$ cat config.mk
export PLATFORM = sky130hd
export DESIGN_NAME = fft_bin_serializer_flat
export DESIGN_NICKNAME = d
export VERILOG_FILES = /design/src/rtl/fft_bin_serializer_if.sv /design/src/rtl/fft_bin_serializer.sv /design/src/flat_wrapper.sv
export SDC_FILE = /design/constraint.sdc
export NUM_CORES = 1
export LEC_CHECK = 0
export CAP_MARGIN = 10
export CORE_AREA = 2 2 193 385
export CTS_CLUSTER_DIAMETER = 200
export DETAILED_ROUTE_END_ITERATION = 10
export DIE_AREA = 0 0 195 387
export GPL_TIMING_DRIVEN = 0
export PLACE_DENSITY = 0.64
export SLEW_MARGIN = 0
export SYNTH_ARGS = -nofsm -noshare
export SYNTH_HDL_FRONTEND = slang
export SYNTH_SLANG_ARGS = --single-unit
$ cat constraint.sdc
create_clock -name s_axis_aclk -period 7.7 [get_ports s_axis_aclk]
set_input_delay 1.925 -clock s_axis_aclk [delete_from_list [all_inputs] [get_ports s_axis_aclk]]
set_output_delay 1.925 -clock s_axis_aclk [all_outputs]
set_load 0.03 [all_outputs]
$ cat src/rtl/fft_bin_serializer_if.sv
// Stream bundle shared by the wide input side and the narrow output side of
// fft_bin_serializer.
//   tvalid / tready : handshake, transfer when both are high
//   tdata [W-1:0]   : payload
//   tlast           : last beat of a frame
//   tuser [2:0]     : bin index of the beat
// master drives valid/data/last/user; slave drives ready.
interface fft_bin_serializer_if #(
  parameter int W = 32
) ();
  logic         tvalid;
  logic         tready;
  logic [W-1:0] tdata;
  logic         tlast;
  logic [2:0]   tuser;

  modport master (output tvalid, output tdata, output tlast, output tuser, input tready);
  modport slave  (input tvalid, input tdata, input tlast, input tuser, output tready);
endinterface

$ cat src/rtl/fft_bin_serializer.sv
// Serializes one 8-bin complex FFT frame (one wide beat) into 8 narrow beats,
// one bin per beat. Each component is arithmetically shifted right with
// round-half-up, then saturated to OUT_W bits.
// Ports:
//   s_axis_aclk    : clock, rising edge
//   s_axis_aresetn : asynchronous reset, active low
//   s_axis         : input frame stream, tdata = {X7r,X7i,...,X0r,X0i}
//   m_axis         : output bin stream, tdata = {real, imag}, tuser = bin, tlast on bin 7
//   sat_clr        : synchronous clear of sat_sticky
//   sat_sticky     : set when a transferred beat had a clipped component
//
// state | meaning
// IDLE  | no frame held, ready for a new input frame
// SEND  | frame held, bin_cnt_q is the bin presented on m_axis
module fft_bin_serializer #(
  parameter int IN_W  = 32,
  parameter int OUT_W = 16,
  parameter int SHIFT = 0
) (
  input  logic                        s_axis_aclk,
  input  logic                        s_axis_aresetn,
  fft_bin_serializer_if.slave         s_axis,
  fft_bin_serializer_if.master        m_axis,
  input  logic                        sat_clr,
  output logic                        sat_sticky
);

  typedef enum logic {IDLE, SEND} state_e;

  // Half an LSB of the shifted result; collapses to zero when SHIFT is 0.
  localparam logic [IN_W:0] RND = ({{IN_W{1'b0}}, 1'b1} << SHIFT) >> 1;

  state_e               state_q, state_d;
  logic [2:0]           bin_cnt_q, bin_cnt_d;
  logic [16*IN_W-1:0]   frame_q, frame_d;
  logic                 sat_q, sat_d;

  logic                 s_acc, m_hs, last_bin;
  logic [IN_W-1:0]      comp_re, comp_im;
  logic [OUT_W:0]       res_re, res_im;
  int                   bin_idx;

  // Returns {clipped, value}. The sum is one bit wider than the input so the
  // rounding offset can never wrap.
  function automatic logic [OUT_W:0] scale_sat(input logic [IN_W-1:0] c);
    logic signed [IN_W:0] t;
    logic [IN_W:OUT_W-1]  hi;
    t  = ($signed({c[IN_W-1], c}) + $signed(RND)) >>> SHIFT;
    hi = t[IN_W:OUT_W-1];
    // In range exactly when every bit above the output sign bit matches it.
    if ((&hi) || !(|hi)) begin
      scale_sat = {1'b0, t[OUT_W-1:0]};
    end else if (t[IN_W]) begin
      scale_sat = {1'b1, 1'b1, {(OUT_W-1){1'b0}}};
    end else begin
      scale_sat = {1'b1, 1'b0, {(OUT_W-1){1'b1}}};
    end
  endfunction

  assign last_bin = (bin_cnt_q == 3'd7);
  assign m_hs     = (state_q == SEND) && m_axis.tready;

  // Ready is forced low while reset is held so nothing is taken during reset.
  assign s_axis.tready = s_axis_aresetn &&
                         ((state_q == IDLE) || ((state_q == SEND) && last_bin && m_axis.tready));
  assign s_acc         = s_axis.tvalid && s_axis.tready;

  assign bin_idx = int'(bin_cnt_q);
  assign comp_re = frame_q[IN_W*(2*bin_idx+1) +: IN_W];
  assign comp_im = frame_q[IN_W*(2*bin_idx) +: IN_W];
  assign res_re  = scale_sat(comp_re);
  assign res_im  = scale_sat(comp_im);

  assign m_axis.tvalid = (state_q == SEND);
  assign m_axis.tdata  = {res_re[OUT_W-1:0], res_im[OUT_W-1:0]};
  assign m_axis.tlast  = last_bin;
  assign m_axis.tuser  = bin_cnt_q;
  assign sat_sticky    = sat_q;

  always_comb begin
    state_d   = state_q;
    bin_cnt_d = bin_cnt_q;
    frame_d   = frame_q;
    sat_d     = sat_q;
    case (state_q)
      IDLE: begin
        if (s_acc) begin
          frame_d   = s_axis.tdata;
          bin_cnt_d = 3'd0;
          state_d   = SEND;
        end
      end
      SEND: begin
        if (m_hs) begin
          if (!last_bin) begin
            bin_cnt_d = bin_cnt_q + 3'd1;
          end else if (s_acc) begin
            // Next frame lands while bin 7 leaves: no idle cycle between frames.
            frame_d   = s_axis.tdata;
            bin_cnt_d = 3'd0;
          end else begin
            bin_cnt_d = 3'd0;
            state_d   = IDLE;
          end
        end
      end
      default: state_d = IDLE;
    endcase
    // A clip on a transferred beat wins over a simultaneous clear.
    if (m_hs && (res_re[OUT_W] || res_im[OUT_W])) begin
      sat_d = 1'b1;
    end else if (sat_clr) begin
      sat_d = 1'b0;
    end
  end

  always_ff @(posedge s_axis_aclk or negedge s_axis_aresetn) begin
    if (!s_axis_aresetn) begin
      state_q   <= IDLE;
      bin_cnt_q <= 3'd0;
      frame_q   <= '0;
      sat_q     <= 1'b0;
    end else begin
      state_q   <= state_d;
      bin_cnt_q <= bin_cnt_d;
      frame_q   <= frame_d;
      sat_q     <= sat_d;
    end
  end

endmodule

$ cat src/flat_wrapper.sv
// flat-port wrapper written by rule: the top's interface ports become plain ports
module fft_bin_serializer_flat 
#(
  parameter int IN_W  = 32,
  parameter int OUT_W = 16,
  parameter int SHIFT = 0
)
  (s_axis_aclk, s_axis_aresetn, sat_clr, sat_sticky, s_axis_tvalid, s_axis_tdata, s_axis_tlast, s_axis_tuser, s_axis_tready, m_axis_tvalid, m_axis_tdata, m_axis_tlast, m_axis_tuser, m_axis_tready);
  fft_bin_serializer_if #(.W(512)) s_axis_i ();
  fft_bin_serializer_if #(.W(32)) m_axis_i ();
  input  logic s_axis_aclk;
  input  logic s_axis_aresetn;
  input  logic sat_clr;
  output logic sat_sticky;
  input wire logic [$bits(s_axis_i.tvalid)-1:0] s_axis_tvalid;
  input wire logic [$bits(s_axis_i.tdata)-1:0] s_axis_tdata;
  input wire logic [$bits(s_axis_i.tlast)-1:0] s_axis_tlast;
  input wire logic [$bits(s_axis_i.tuser)-1:0] s_axis_tuser;
  output wire logic [$bits(s_axis_i.tready)-1:0] s_axis_tready;
  output wire logic [$bits(m_axis_i.tvalid)-1:0] m_axis_tvalid;
  output wire logic [$bits(m_axis_i.tdata)-1:0] m_axis_tdata;
  output wire logic [$bits(m_axis_i.tlast)-1:0] m_axis_tlast;
  output wire logic [$bits(m_axis_i.tuser)-1:0] m_axis_tuser;
  input wire logic [$bits(m_axis_i.tready)-1:0] m_axis_tready;
  assign s_axis_i.tvalid = s_axis_tvalid;
  assign s_axis_i.tdata = s_axis_tdata;
  assign s_axis_i.tlast = s_axis_tlast;
  assign s_axis_i.tuser = s_axis_tuser;
  assign s_axis_tready = s_axis_i.tready;
  assign m_axis_tvalid = m_axis_i.tvalid;
  assign m_axis_tdata = m_axis_i.tdata;
  assign m_axis_tlast = m_axis_i.tlast;
  assign m_axis_tuser = m_axis_i.tuser;
  assign m_axis_i.tready = m_axis_tready;
  fft_bin_serializer #(.IN_W(IN_W), .OUT_W(OUT_W), .SHIFT(SHIFT)) u_core (.s_axis_aclk(s_axis_aclk), .s_axis_aresetn(s_axis_aresetn), .s_axis(s_axis_i), .m_axis(m_axis_i), .sat_clr(sat_clr), .sat_sticky(sat_sticky));
endmodule
-- After elaboration in Yosys (flattened, before gate mapping)
Cells that the tools add are included.
- register bits after elaboration: 517
- logic and storage cells: 50
- $add $sub $neg: 2
- equality and inequality tests: 4
- shift operators: 2
- muxes and demuxes: 18
- bitwise operators: 1
- reduce and logical (&&, ||, !) cells: 19
- operators by type and width (operator ; count):
    $mux 512 ; 3
    $pmux 512 s2 ; 1
    $shiftx 512x10->32 ; 1
    $shiftx 512x32->32 ; 1
    $mux 17 ; 2
    $reduce_and 17->1 ; 2
    $reduce_or 17->1 ; 2
    $mux 16 ; 2
    $mux 3 ; 3
    $logic_and 1x1->1 ; 6
    $pmux 3 s2 ; 1
    $add 4x1->5 const B ; 1
    $mux 1 ; 5
    $logic_or 1x1->1 ; 4
    $ne 2x2->1 const B ; 2
    $reduce_and 2->1 ; 2
    $add 3x1->3 const B ; 1
    $eq 3x3->1 const B ; 1
    $logic_not 1->1 ; 2
    $ne 2x1->1 const B ; 1
    $pmux 1 s2 ; 1
    $reduce_bool 2->1 ; 1
    $not 1->1 ; 1

-- Longest topological paths before layout
- depth after elaboration: 10
- gate-level depth with buffers: 13

-- Least setup slack after synthesis
No wires, ideal clock.
- path type: register to output
- start: reg u_core.bin_cnt_q[0], in the netlist u_core.m_axis.tuser[0]
- end: out m_axis_tdata[20]
- arrival time: 3.144 ns
- data required time: 5.775 ns
- setup slack: 2.631 ns
- cell stages (with the launch flop): 11
- path buffers: 5
- cells stage by stage: dfrtp_1 > buf_6 > buf_6 > buf_6 > clkbuf_1 > mux4_2 > mux2i_1 > inv_1 > and2_0 > clkbuf_1 > o21ai_0
- word-level cells in the longest chain between the ends: 6
- elaborated cells on any way between the ends: 8
- those cells by class: 1 x add/sub; 1 x shift; 2 x mux; 4 x reduce/logical
- RTL lines (element ; line ; RTL):
    from (decl) ; fft_bin_serializer.sv:34 ; logic [2:0] bin_cnt_q, bin_cnt_d;
    from (signal assigned) ; fft_bin_serializer.sv:125 ; bin_cnt_q <= bin_cnt_d;
    $add 4x1->5 * ; fft_bin_serializer.sv:69 ; assign comp_re = frame_q[IN_W*(2*bin_idx+1) +: IN_W];
    $shiftx 512x32->32 * ; fft_bin_serializer.sv:69 ;
    $reduce_or 17->1 ; fft_bin_serializer.sv:51 ; if ((&hi) || !(|hi)) begin
    $logic_not 1->1 ; fft_bin_serializer.sv:51 ;
    $logic_or 1x1->1 ; fft_bin_serializer.sv:51 ;
    $mux 17 * ; fft_bin_serializer.sv:51 ;
    to (decl) ; flat_wrapper.sv:21 ; output wire logic [$bits(m_axis_i.tdata)-1:0] m_axis_tdata;
Every way passes the cells marked *; elsewhere a longest branch is shown, timed or not.

-- Worst setup path after layout
- start: reg u_core.bin_cnt_q[1], in the netlist u_core.m_axis.tuser[1]
- end: out m_axis_tdata[24]
Same word-level chain as after synthesis.

==> Flow_metrics.wiki <==
{| class="wikitable"
! Metric !! Value
|-
| Run status || finished clean
|-
| Worst hold slack across all endpoints || around 0.50 ns
|-
| Cell seen most often among critical-path stages || buf_2
|-
| Global-route wire length before repair || 125,100 microns
|-
| Worst supply voltage drop on vdd || between 0.3 and 0.4 mV
|-
| DRC violation count after routing || 0
|-
| Weighted congestion at the end of routability-driven global placement || roughly 0.84
|-
| Drt wl/cell || approximately 29 microns
|-
| DRT antenna net count || 0
|-
| H-tree Lvls || 2
|-
| Post-synth cell types || 27
|-
| Clock tree from TritonCTS || yes
|-
| Clock buffer count from CTS || 50
|-
| Port-buffer cells || around 560
|-
| Total placed cells including tap cells || roughly 3k
|-
| Estimated wirelength of the detail-placed design || slightly below 70,000 microns
|-
| Total count of hold-check failures in the final report || 0
|-
| Standard-cell row count || 140
|-
| Slew @ Worst Pin || roughly 1.3 ns
|-
| Detailed-route vias per instance || between 5 and 6
|-
| Bufs and invs on worst path || 5
|-
| Area inside the core boundary || ~73,000 sq um
|-
| Required @ worst endpoint || ~5.8 ns
|-
| Critical path fanouts, max || 10
|-
| Share of power burned in the clock network || 0.192
|-
| Pwr dens || 426.1 nW/um^2
|-
| Slowest-stage cell, CP || clkbuf_1
|-
| Net Count, Synth || 1,999
|-
| Die Height || between 300 and 400 microns
|-
| Setup violators final || 0
|-
| Max Transition Viols Final || 0
|-
| Portion of the post-synthesis area used by sequential elements || 0.5605
|-
| Number of global-route vias before repair || between 15k and 20k
|-
| Effective utilization at floorplan || 0.3183
|-
| Kind of end point of the critical path || output port
|-
| Post-Syn Area || ~23,000 sq um
|-
| Type of the setup path with the least slack || reg2out
|-
| Multiplexer area fraction after synthesis || 0.3804
|-
| Area occupied by multi-input gates || 9664 sq um
|-
| Antenna violations before repair || 26
|-
| XOR/XNOR share of the synthesized area || 0
|-
| Post-layout util || 0.4369
|-
| Synth Area in Adders || 0.001084
|-
| Count of TritonRoute iterations in the first routing pass || 5
|-
| Top Family by Delay on Critical Path || buffers and inverters
|-
| Sequential share of power || 0.356
|-
| Maximum count of clock buffers along a single path || 3
|-
| Iteration-0 DRC count of the detailed router || about 560
|-
| Die outline area || about 75,000 sq um
|-
| Synthesis-to-finish area growth || 37.25%
|-
| Share of post-route cells with drive strength above 1 || 0.3412
|-
| Worst clock skew || approximately 0.016 ns
|-
| Peak per-stage delay on the critical path || between 0.7 and 0.8 ns
|-
| Number of hold buffers added after cts || 0
|-
| Min Tclk post-route || roughly 7.4 ns
|-
| Total setup buffers inserted after CTS || 0
|-
| Synthesis-stage register bit count || 517
|-
| Final wirelength || about 88,000 microns
|-
| Kind of start point of the critical path || register
|-
| Setup tns final || 0 ns
|-
| Commonest cells after routing, fill and taps aside || clkdlybuf4s50_1, dfrtp_1, mux2_2, mux4_2, clkbuf_1
|-
| Setup repair after global routing missed its margin || false
|-
| Switch share || 0.3647
|-
| Worst path cell trace || buf_4, buf_2, clkbuf_1, mux4_2, a21oi_1, nand4_1, or4_1, nand2_1, buf_2, o21ai_0, clkdlybuf4s50_1
|-
| Via count || roughly 16k
|-
| Clock slew at reported path FFs || roughly 0.070 ns
|-
| Tightest Hold Check Type || reg2reg
|-
| Number of violations of the max-capacitance limit || 0
|-
| Root buffer cell || clkbuf_16
|-
| Area fraction in compound gates after synthesis || 0.02548
|-
| Filler Cell Count || around 6.6k
|-
| Standby leakage power || about 13 nW
|-
| Clk Latency, worst-skew pair || 0.62 ns
|-
| Part of the total power dissipated in combinational logic || 0.452
|-
| Total number of clock tree sinks || 517
|-
| Dominant combinational cell family by area after synthesis || multiplexers
|-
| Relative slew slack || 0.1420
|-
| Maximum number of pins on one net before global-route repair || around 120
|-
| Overflow left after global routing || 0
|-
| Most common cell after layout, fill and taps aside || clkdlybuf4s50_1
|-
| Flip-flop and latch area || between 10,000 and 15,000 sq um
|-
| Switching power total || just under 5 mW
|-
| Overall routing resource usage || 0.2319
|-
| Synthesized-area fraction occupied by and/or/nand/nor cells || 0.01144
|-
| Highest achievable clock rate || 0.1351 GHz
|-
| Mean instance size in the synthesized netlist || approximately 16 sq um
|-
| Internal power || about 8.6 mW
|-
| Final net count || approximately 2.6k
|-
| Die W || between 150 and 200 microns
|-
| Post-layout instance count excluding filler cells || a little over 3k
|-
| Share of the cycle needed by the critical path after routing || 0.9615
|-
| Number of standard cells after synthesis || ~1.5k
|-
| Ys Warns || 0
|-
| Worst EP arrival || between 5 and 6 ns
|-
| Total I/O pin count || 560
|}
[stage by stage]
stage,setup slack (ns),power (mW),instance area [sq um]
floorplan,2.631,8.475,23080
global placement,-17.99,10.85,29790
detailed placement,0.7429,11.03,29940
CTS,0.05301,13.67,31640
global route,0.06681,14.19,31680
finish,0.2965,13.50,31680
[final timing paths]
| kind | startpoint | endpoint | slack [ns] | depth (start not counted) |
|---|---|---|---|---|
| setup / recovery | u_core.m_axis.tuser[1] | m_axis_tdata[24] | 0.30 | 11 |
| hold / removal | u_core.frame_q[188] | u_core.frame_q[188] | 0.50 | 1 |
| setup reg to reg | u_core.m_axis.tuser[1] | u_core.sat_sticky | 3.40 | 10 |
| max in group asynchronous | s_axis_aresetn | u_core.frame_q[314] | 4.67 | 3 |
| min in group asynchronous | s_axis_aresetn | u_core.frame_q[19] | 1.38 | 1 |
| hold reg to reg | u_core.frame_q[188] | u_core.frame_q[188] | 0.50 | 1 |
[power groups by stage]
stage                     logic (mW)  clock network (mW)  registers [mW]
final                           6.10                2.60            4.81
after global routing            6.47                2.76            4.96
after CTS                       6.21                2.67            4.79
after detailed placement        6.18                   0            4.84
after global placement          6.06                   0            4.78
after floorplan                 3.91                   0            4.56
[Yosys cell counts]
library cell    n  area, sq um
mux4_2         96         2162
and2_0          2        12.51
mux2i_1        84        840.8
a31oi_1        12        75.07
a32o_1          2        20.02
buf_6           8        90.09
nand4_1         9        56.30
or4_1           2        15.01
a211oi_2        1        12.51
clkbuf_1       78        292.8
buf_1           2        7.510
buf_4           1        7.510
o21ai_0        18        90.09
clkinv_1        1        3.750
nand2b_1        1        6.260
nor4_1          8        50.05
o31ai_1         1        7.510
inv_1           3        11.26
a41oi_1         1        8.760
o22ai_1        33        206.5
ha_1            2        25.02
nand2_1        33        123.9
a21oi_1        32        160.2
o21a_1          1        7.510
mux2_2        513         5777
buf_2          15        75.07
dfrtp_1       517        12940
[flip-flops by register name, summed over array words and instances (netlist names)]
name	count
u_core.m_axis.tvalid	1
u_core.m_axis.tuser	3
u_core.sat_sticky	1
u_core.frame_q	512
[repair_timing]
item	CTS	global route
resized for setup	0	3
hold endpoints to repair	0	0
setup endpoints to repair	0	10
[final cells by class]
| class | count | share of cell area |
|---|---|---|
| clock inverters | 22 | 0.007543 |
| diodes | 16 | 0.001264 |
| inverters | 4 | 0.0004739 |
| clock buffers | 70 | 0.04601 |
| well taps | 923 | 0.03645 |
| multi-input cells | 851 | 0.3051 |
| flip-flops and latches | 517 | 0.4084 |
| repair buffers | 560 | 0.1799 |
| plain buffers | 104 | 0.01497 |
[kinds of logic after synthesis]
logic type / Yosys count
compound gates: 101
fa+ha+maj: 2
buf+inv: 108
flops: 517
mux: 693
simple gates: 55
[metal layers]
metal	vias to the layer above	part of all wire	global-route usage
met5	-	0.0014	0
met4	18	0.037	0.09577
met3	167	0.070	0.06104
met2	608	0.53	0.4199
met1	8190	0.36	0.2548
li1	6772	-	-
Note: power is estimated with default switching activity, not from simulation.
